===== src/rtl/sbh_cg_controller.sv =====
// rtl/sbh_cg_controller.sv - sign-bit-hiding controller for one coefficient group
//
// Collects CG_SIZE coefficients, tracks the first/last nonzero positions,
// magnitude parity and leading sign, and keeps the cheapest legal +/-1
// magnitude adjustment. When the group qualifies for sign hiding and the
// parity disagrees with the leading sign, one update request is sent to the
// external coefficient-update datapath; the result is written back before
// the group is drained in scan order.
//
// Ports:
//   clk, rst_n                      clock, synchronous active-low reset
//   in_valid/in_ready/in_coef       coefficient input stream (scan order)
//   in_cost_up/in_cost_down         rate-distortion cost of +1/-1 magnitude
//   upd_valid/upd_coef/upd_change   one-cycle update request
//   upd_min/upd_max                 signed clamp bounds for the datapath
//   upd_rvalid/upd_rcoef            update result
//   out_valid/out_ready/out_coef    coefficient output stream
//   out_last                        marks position CG_SIZE-1
//   sbh_applied                     pulse on the first drain cycle after a write-back
//   timeout_err                     sticky: update result never returned

module sbh_cg_controller #(
  parameter int COEFF_W    = 16,
  parameter int COST_W     = 16,
  parameter int CG_SIZE    = 16,
  parameter int SBH_THRESH = 4
) (
  input  logic               clk,
  input  logic               rst_n,
  input  logic               in_valid,
  output logic               in_ready,
  input  logic [COEFF_W-1:0] in_coef,
  input  logic [COST_W-1:0]  in_cost_up,
  input  logic [COST_W-1:0]  in_cost_down,
  output logic               upd_valid,
  output logic [COEFF_W-1:0] upd_coef,
  output logic [1:0]         upd_change,
  output logic [COEFF_W:0]   upd_min,
  output logic [COEFF_W:0]   upd_max,
  input  logic               upd_rvalid,
  input  logic [COEFF_W-1:0] upd_rcoef,
  output logic               out_valid,
  input  logic               out_ready,
  output logic [COEFF_W-1:0] out_coef,
  output logic               out_last,
  output logic               sbh_applied,
  output logic               timeout_err
);

  localparam int IDX_W = (CG_SIZE > 1) ? $clog2(CG_SIZE) : 1;
  localparam logic [IDX_W-1:0] LAST_IDX = IDX_W'(CG_SIZE - 1);
  localparam logic [IDX_W:0]   THRESH_V = (IDX_W + 1)'(SBH_THRESH);
  localparam logic [3:0]       WAIT_LAST = 4'd15;

  typedef enum logic [2:0] {
    S_COLLECT, S_DECIDE, S_ISSUE, S_WAIT, S_DRAIN
  } state_t;

  state_t state, state_nxt;

  logic [COEFF_W-1:0] buffer [CG_SIZE];
  logic [IDX_W-1:0]   idx, oidx;
  logic               nz_seen, parity, sign_neg;
  logic [IDX_W-1:0]   first_nz, last_nz;
  logic               best_valid, best_up;
  logic [IDX_W-1:0]   best_idx;
  logic [COST_W-1:0]  best_cost;
  logic [3:0]         wait_cnt;

  logic               beat, in_nz, in_one, at_first, down_legal;
  logic               up_take, down_take;
  logic [COST_W-1:0]  cost_after_up;
  logic [IDX_W:0]     span;
  logic               hide, mismatch;
  logic [COEFF_W-1:0] best_coef;
  logic               change_neg, drain_done, wait_timeout;

  // Candidate evaluation for the beat being accepted. "At firstNZ" is known
  // online: it is the first nonzero seen in this group.
  always_comb begin
    beat       = (state == S_COLLECT) && in_valid;
    in_nz      = |in_coef;
    in_one     = (in_coef == COEFF_W'(1)) || (in_coef == {COEFF_W{1'b1}});
    at_first   = in_nz && !nz_seen;
    down_legal = in_nz && !(at_first && in_one);
    // Up is considered first so that on equal cost at one position it wins.
    up_take       = !best_valid || (in_cost_up < best_cost);
    cost_after_up = up_take ? in_cost_up : best_cost;
    down_take     = down_legal && (in_cost_down < cost_after_up);
  end

  always_comb begin
    span     = {1'b0, last_nz} - {1'b0, first_nz};
    hide     = nz_seen && (span >= THRESH_V);
    mismatch = parity != sign_neg;
    best_coef = buffer[best_idx];
    // +1 magnitude moves away from zero; -1 magnitude moves toward zero.
    change_neg = best_up ? best_coef[COEFF_W-1]
                         : (|best_coef && !best_coef[COEFF_W-1]);
    drain_done   = (state == S_DRAIN) && out_ready && (oidx == LAST_IDX);
    wait_timeout = (state == S_WAIT) && !upd_rvalid && (wait_cnt == WAIT_LAST);
  end

  // State register
  always_ff @(posedge clk) begin
    if (!rst_n) state <= S_COLLECT;
    else        state <= state_nxt;
  end

  // Next-state logic
  always_comb begin
    state_nxt = state;
    case (state)
      S_COLLECT: if (in_valid && (idx == LAST_IDX)) state_nxt = S_DECIDE;
      S_DECIDE:  state_nxt = (hide && mismatch) ? S_ISSUE : S_DRAIN;
      S_ISSUE:   state_nxt = S_WAIT;
      S_WAIT:    if (upd_rvalid || wait_timeout) state_nxt = S_DRAIN;
      S_DRAIN:   if (drain_done) state_nxt = S_COLLECT;
      default:   state_nxt = S_COLLECT;
    endcase
  end

  // Output logic
  always_comb begin
    in_ready   = (state == S_COLLECT);
    upd_valid  = (state == S_ISSUE);
    upd_coef   = best_coef;
    upd_change = change_neg ? 2'b11 : 2'b01;
    upd_min    = {2'b11, {(COEFF_W-1){1'b0}}};
    upd_max    = {2'b00, {(COEFF_W-1){1'b1}}};
    out_valid  = (state == S_DRAIN);
    out_coef   = buffer[oidx];
    out_last   = (state == S_DRAIN) && (oidx == LAST_IDX);
  end

  // Coefficient storage is not reset; a reset abandons its contents.
  always_ff @(posedge clk) begin
    if (beat) begin
      buffer[idx] <= in_coef;
    end else if ((state == S_WAIT) && upd_rvalid) begin
      buffer[best_idx] <= upd_rcoef;
    end
  end

  always_ff @(posedge clk) begin
    if (!rst_n || drain_done) begin
      idx        <= '0;
      oidx       <= '0;
      nz_seen    <= 1'b0;
      parity     <= 1'b0;
      sign_neg   <= 1'b0;
      first_nz   <= '0;
      last_nz    <= '0;
      best_valid <= 1'b0;
      best_up    <= 1'b0;
      best_idx   <= '0;
      best_cost  <= '0;
      wait_cnt   <= '0;
      sbh_applied <= 1'b0;
      if (!rst_n) timeout_err <= 1'b0;
    end else begin
      sbh_applied <= (state == S_WAIT) && upd_rvalid;
      wait_cnt    <= (state == S_WAIT) ? wait_cnt + 4'd1 : 4'd0;
      if (wait_timeout) timeout_err <= 1'b1;
      if (beat) begin
        idx    <= (idx == LAST_IDX) ? '0 : idx + 1'b1;
        parity <= parity ^ in_coef[0];
        if (in_nz) begin
          last_nz <= idx;
          nz_seen <= 1'b1;
          if (!nz_seen) begin
            first_nz <= idx;
            sign_neg <= in_coef[COEFF_W-1];
          end
        end
        best_valid <= 1'b1;
        if (down_take) begin
          best_idx  <= idx;
          best_cost <= in_cost_down;
          best_up   <= 1'b0;
        end else if (up_take) begin
          best_idx  <= idx;
          best_cost <= in_cost_up;
          best_up   <= 1'b1;
        end
      end
      if ((state == S_DRAIN) && out_ready) oidx <= oidx + 1'b1;
    end
  end

endmodule


===== config.mk =====
export PLATFORM = sky130hd
export DESIGN_NAME = sbh_cg_controller
export DESIGN_NICKNAME = d
export VERILOG_FILES = /design/src/rtl/sbh_cg_controller.sv
export SDC_FILE = /design/constraint.sdc
export NUM_CORES = 1
export LEC_CHECK = 0
export ABC_AREA = 1
export CELL_PAD_IN_SITES_DETAIL_PLACEMENT = 1
export CELL_PAD_IN_SITES_GLOBAL_PLACEMENT = 2
export CORE_MARGIN = 3
export CORE_UTILIZATION = 38
export CTS_BUF_LIST = sky130_fd_sc_hd__clkbuf_4 sky130_fd_sc_hd__clkbuf_8
export CTS_CLUSTER_SIZE = 25
export DETAILED_ROUTE_END_ITERATION = 10
export GPL_TIMING_DRIVEN = 0
export HOLD_SLACK_MARGIN = 0.12
export PLACE_DENSITY_LB_ADDON = 0.1
export SLEW_MARGIN = 30
export SYNTH_ARGS = -nofsm -noshare
export SYNTH_HDL_FRONTEND = slang
export SYNTH_SLANG_ARGS = --single-unit
export TNS_END_PERCENT = 10

===== constraint.sdc =====
create_clock -name clk -period 4.4 [get_ports clk]
set_clock_uncertainty 0.15 [all_clocks]
set_input_delay 0.88 -clock clk [delete_from_list [all_inputs] [get_ports clk]]
set_output_delay 0.88 -clock clk [all_outputs]
set_load 0.02 [all_outputs]

Yosys cells after proc, flatten, opt, wreduce, memory -nomap -nowiden
Memories as Yosys holds them, arrays and structs flattened. A register that Yosys moved wholly into a read port is not among the register bits.
Index checks and enable logic that the tools add are counted.

word-level totals
  input bits = 69
  memories kept = 1
  output and inout bits = 74
  bits in writable memories = 256
  flip-flop bits (word level) = 50
  logic and storage cells = 106
  latch bits = 0
  memory bits (read-only) = 0

cells by class
  order comparisons = 3
  reductions and logical operators = 37
  add/sub/neg operators = 4
  multiply operators = 0
  muxes and demuxes = 29
  bitwise gates (word level) = 3
  equality and inequality tests = 14
  divide/modulo/power cells = 0
  shifts and indexed selects = 0

memory list
  name    depth  width  rd ports  clocked after Yosys merged registers in  wr ports  RTL line  source
  buffer  16     16     2         2                                        1         61        logic [COEFF_W-1:0] buffer [CG_SIZE];

operators by type and width
  kind                  number
  $mux 16               3
  $reduce_or 16->1      3
  $lt 16x16->1          2
  $mux 4                8
  $eq 16x1->1 const B   1
  $eq 16x16->1 const B  1
  $logic_and 1x1->1     15
  $pmux 3 s5            1
  $add 4x1->4 const B   3
  $eq 4x4->1 const B    3
  $mux 1                12
  $mux 3                4
  $eq 3x2->1 const B    2
  $logic_not 1->1       6
  $ne 2x1->1 const B    3
  $reduce_and 2->1      3
  $reduce_and 3->1      2
  $ge 5x3->1 const B    1
  $sub 4x4->5           1
  $logic_or 1x1->1      4
  $reduce_bool 2->1     2
  $eq 3x1->1 const B    1
  $eq 3x3->1 const B    1
  $logic_not 3->1       1
  6 further kinds       7

Depth between registers and ports, before layout
  word-level depth = 10
  gate-level depth with buffers = 27
  mapped depth without buffers = 25

Worst setup path after synthesis
Ideal clock, no wire load.

  path type = input-to-reg
  start = in in_cost_up[15]
  end = reg best_cost[10]
  data required time = 4127 ps
  cell stages on the path = 20
  path buffers = 2
  library setup time = 123 ps
  slack = 313 ps
  arrival time = 3813 ps
  cell sequence = ha_1 -> nand2_1 -> inv_1 -> nand3_1 -> inv_1 -> a21oi_1 -> nand2_1 -> nand2_2 -> clkbuf_1 -> nor2_1 -> a21oi_1 -> ha_1 -> a21oi_1 -> o21ai_1 -> a21o_1 -> a211oi_4 -> clkbuf_1 -> nand3_1 -> nand3_2 -> a21oi_2

on the way
  longest elaborated chain between the ends = 6

RTL lines
  item                  RTL line  source
  from (decl)           33        input logic [COST_W-1:0] in_cost_up,
  $lt 16x16->1          87        up_take = !best_valid || (in_cost_up < best_cost);
  $logic_or 1x1->1      87
  $mux 16 *             -
  $lt 16x16->1          89        down_take = down_legal && (in_cost_down < cost_after_up);
  $logic_and 1x1->1     89
  $mux 16 *             177       if (down_take) begin
  to (signal assigned)  179       best_cost <= in_cost_down;
  to (signal assigned)  183       best_cost <= in_cost_up;
  to (decl)             67        logic [COST_W-1:0] best_cost;

Mark *: on every way between the ends. The rest lies on a longest branch, timed or not.
A chain may end at the register's enable or synchronous reset.

==> flow_metrics.tcl <==
set metrics [dict create \
    grtUsageTotal 0.328 \
    rr_worst_depth 22 \
    vias_per_cell 5.90 \
    power.share.sequential 0.336 \
    cp_data_required_time_ns 3.37 \
    place_area_mm2 0.0192 \
    syn_area_mm2 0.0166 \
    reg2reg_from "best_cost[15]$_SDFFE_PN0P_" \
    r2r_slack_ns 0.62 \
    worst_pin_slew_ns 0.989 \
    die_y_um 215 \
    intPower_mw 6.44 \
    avgSynthCellArea_um2 8.95 \
    final_antenna_net_count 0 \
    min_from "wait_cnt[0]$_SDFF_PP0_" \
    arrival_ns 3.40 \
    dr.pass1.iters 6 \
    dp_hpwl_mm 53.1 \
    die_w_um 215 \
    synth_xor_area_frac 0.00106 \
    start_util 0.390 \
    fin_util 0.492 \
    io_pins 143 \
    dieArea_mm2 0.0462 \
    numClockSinks 314 \
    whs_endpoint "wait_cnt[0]$_SDFF_PP0_" \
    io_buffers 107 \
    period_share 1.01 \
    cp-start-kind "flip-flop" \
    gp_congestion 0.945 \
    synth_fa_ha_area_frac 0.0291 \
    grt_overflow_total 0 \
    slew-limit-headroom 0.341 \
    crit_path_max_incr_delay_ns 0.43 \
    grt_first_pass_wirelength_mm 111 \
    synthSimpleGateAreaFrac 0.130 \
    grt_max_degree 17 \
    clockRootBuffer "clkbuf_8" \
    rsz0062_at_grt "true" \
    synth_top_family_by_area "compound AO/OA/AOI/OAI gates" \
    cts_buffer_depth 3 \
    num_vias 15900 \
    p_switching_mw 4.29 \
    hold_violations 0 \
    combPwrFrac 0.394 \
    maxCapViolations 0 \
    grt_pass1_vias 16300 \
    num-fill-cells 4906 \
    violations "setup timing" \
    area_delta_synth_final_pct 26.2 \
    clk_pin_slew_worst_paths_ns 0.07 \
    p_per_area_mw_per_mm2 513 \
    yosysWarningCount 0 \
    drcViolationCount 0 \
    crit_path_frequent_cell "nand3_1" \
    layout.nets 2181 \
    core_area_mm2 0.0425 \
    critical_path_buf_inv_count 4 \
    tritoncts "done" \
    hold_path_depth 1 \
    crit_family "simple AND/OR/NAND/NOR gates" \
    cpMaxStageDelayCell "nor4_4" \
    finalCriticalPeriod_ns 4.43 \
    setup_ws_ns -0.0318 \
    switching_share 0.400 \
    hp-class "flip-flop to flip-flop" \
    finalSetupViolCount 1 \
    status "finished with violations" \
    ir_worst_vdd_mv 0.259 \
    drt_iter0_markers 1736 \
    cts_buffers 56 \
    max_freq_mhz 226 \
    synth.distinct_cells 36 \
    finalSetupTns_ns -0.0318 \
    synth_compound_area_frac 0.209 \
    leakage_nw 7.96 \
    path_class "flip-flop to output pin" \
    hold_buffers 0 \
    syn_inst 1853 \
    synth-seq-area-share 0.534 \
    layout-drive-gt1-share 0.166 \
    clk_latency_ns 0.67 \
    p_clk_frac 0.270 \
    synthMuxAreaShare 0 \
    antenna_found_initial 2 \
    slew_violations 0 \
    wl_per_cell_um 28.7 \
    ys_seq_elements 314 \
    postLayoutCellArea_mm2 0.0209 \
    rows 75 \
    drt-total-wl_mm 77.5 \
    htreeDepth 2 \
    crit_fanout 10 \
    crit_path_end_kind "output pin" \
    crit_chain "buf_8, buf_6, a21oi_1, o21ai_0, nand3_1, nand3_1, nand2_1, nor4_4, nand4_1, nand3_1, o21ai_1, buf_4, dlygate4sd2_1" \
]
-- layout make-up --
type	instances	area (µm²)	share of cell area
antenna	3	7.51	0.000359
buffer	154	1210	0.0577
clock buffer	80	976	0.0466
clock inverter	25	175	0.00837
inverter	226	848	0.0405
multi-input combinational	1188	6550	0.313
sequential	314	8870	0.424
tap	577	722	0.0345
timing repair buffer	134	1570	0.0752
-- layer usage --
layer  GRT usage  vias to the layer above  share of wire
met2       0.516                     1024           0.45
met5           0                        -        0.00056
li1            -                     6906              -
met1       0.422                     7760           0.39
met4       0.158                        4          0.052
met3      0.0852                      252           0.11
-- placed cells by master, fill, tap and decap left out, types with 3 or more instances in the layout --
cell / count
a211oi_1: 4
a21oi_1: 256
a21oi_2: 32
buf_1: 3
buf_16: 13
buf_2: 9
buf_4: 51
buf_6: 16
buf_8: 11
clkbuf_1: 14
clkbuf_2: 37
clkbuf_4: 28
clkbuf_8: 76
clkdlybuf4s50_1: 106
clkinv_1: 7
clkinv_2: 13
conb_1: 35
dfxtp_1: 55
diode_2: 3
edfxtp_1: 257
ha_1: 37
inv_1: 225
nand2_1: 244
nand2_2: 18
nand3_1: 119
nand3_2: 11
nand4_1: 4
nor2_1: 58
nor2_4: 16
nor3_1: 8
nor4_1: 6
nor4_4: 3
o211ai_1: 53
o21a_1: 3
o21ai_0: 221
o21ai_1: 9
o221ai_1: 35
-- registers in the layout, summed over array words and instances, names as in the netlist, named ones only --
register and cells:
last_nz 4, idx 4, state 3, buffer 256, timeout_err 1, sbh_applied 1, best_idx 4, best_valid 1
parity 1, best_up 1, sign_neg 1, best_cost 16, first_nz 4, oidx 4, wait_cnt 4, nz_seen 1
-- power by group through the flow --
stage,clock network [mW],registers (mW),logic (mW)
CTS,2.90,3.60,4.06
global placement,0,3.66,3.67
detailed placement,0,3.66,3.84
global route,3.04,3.63,4.45
finish,2.89,3.61,4.23
floorplan,0,3.62,2.09
-- timing repair --
action | CTS | global route
endpoints found under the setup margin | 58 | 37
pin swaps | 4 | 4
setup buffers | 3 | 0
gates resized for setup | 171 | 84
endpoints found under the hold margin | 0 | 0
-- cell families after synthesis --
family | count (synthesis)
compound gates | 621
xor+xnor | 2
flops | 314
simple gates | 492
fa+ha+maj | 38
buf+inv | 384
other cells | 2
-- worst max-delay path by stage --
stage | start | end | slack (ns) | cells after the start
CTS | flip-flop | out_coef[11] | -0.04 | 8
detailed placement | in_cost_up[15] | best_cost[9]$_SDFFE_PN0P_ | -1.27 | 19
floorplan | in_cost_up[15] | best_cost[10]$_SDFFE_PN0P_ | 0.31 | 20
global route | in_cost_up[14] | flip-flop | -0.06 | 22
global placement | in_cost_up[15] | best_cost[10]$_SDFFE_PN0P_ | -1.24 | 19
finish | flip-flop | upd_change[1] | -0.03 | 13
-- through the flow --
| stage | hold WS (ns) | power [mW] | worst slack (ns) | cells |
|---|---|---|---|---|
| floorplan | 0.268 | 5.71 | 0.313 | 1886 |
| global placement | 0.282 | 7.33 | -1.24 | 2570 |
| detailed placement | 0.287 | 7.50 | -1.27 | 2594 |
| CTS | 0.322 | 10.6 | -0.0420 | 2701 |
| global route | 0.335 | 11.1 | -0.0550 | 2699 |
| finish | 0.314 | 10.7 | -0.0318 | 2701 |
-- cells in the mapped netlist (all sizes together) --
| cell type | instances | area [µm²] |
|---|---|---|
| nand4 | 4 | 25.0 |
| ha | 37 | 463 |
| a211oi | 5 | 50.1 |
| nand3b | 1 | 7.51 |
| edfxtp | 257 | 7720 |
| nand2 | 264 | 1030 |
| and3 | 1 | 6.26 |
| a221o | 1 | 10.0 |
| o21a | 3 | 22.5 |
| xor2 | 1 | 8.76 |
| inv | 226 | 848 |
| a21o | 1 | 7.51 |
| o211ai | 53 | 398 |
| nor2 | 74 | 278 |
| a21oi | 289 | 1480 |
| nor3 | 9 | 45.0 |
| buf | 64 | 405 |
| o22ai | 2 | 12.5 |
| o21ai | 230 | 1150 |
| nor4 | 9 | 56.3 |
| xnor2 | 1 | 8.76 |
| clkbuf | 94 | 353 |
| fa | 1 | 20.0 |
| dfxtp | 57 | 1140 |
| o221ai | 37 | 324 |
| nand3 | 130 | 706 |
| conb | 2 | 7.51 |
(Power assumes the default switching activity.)
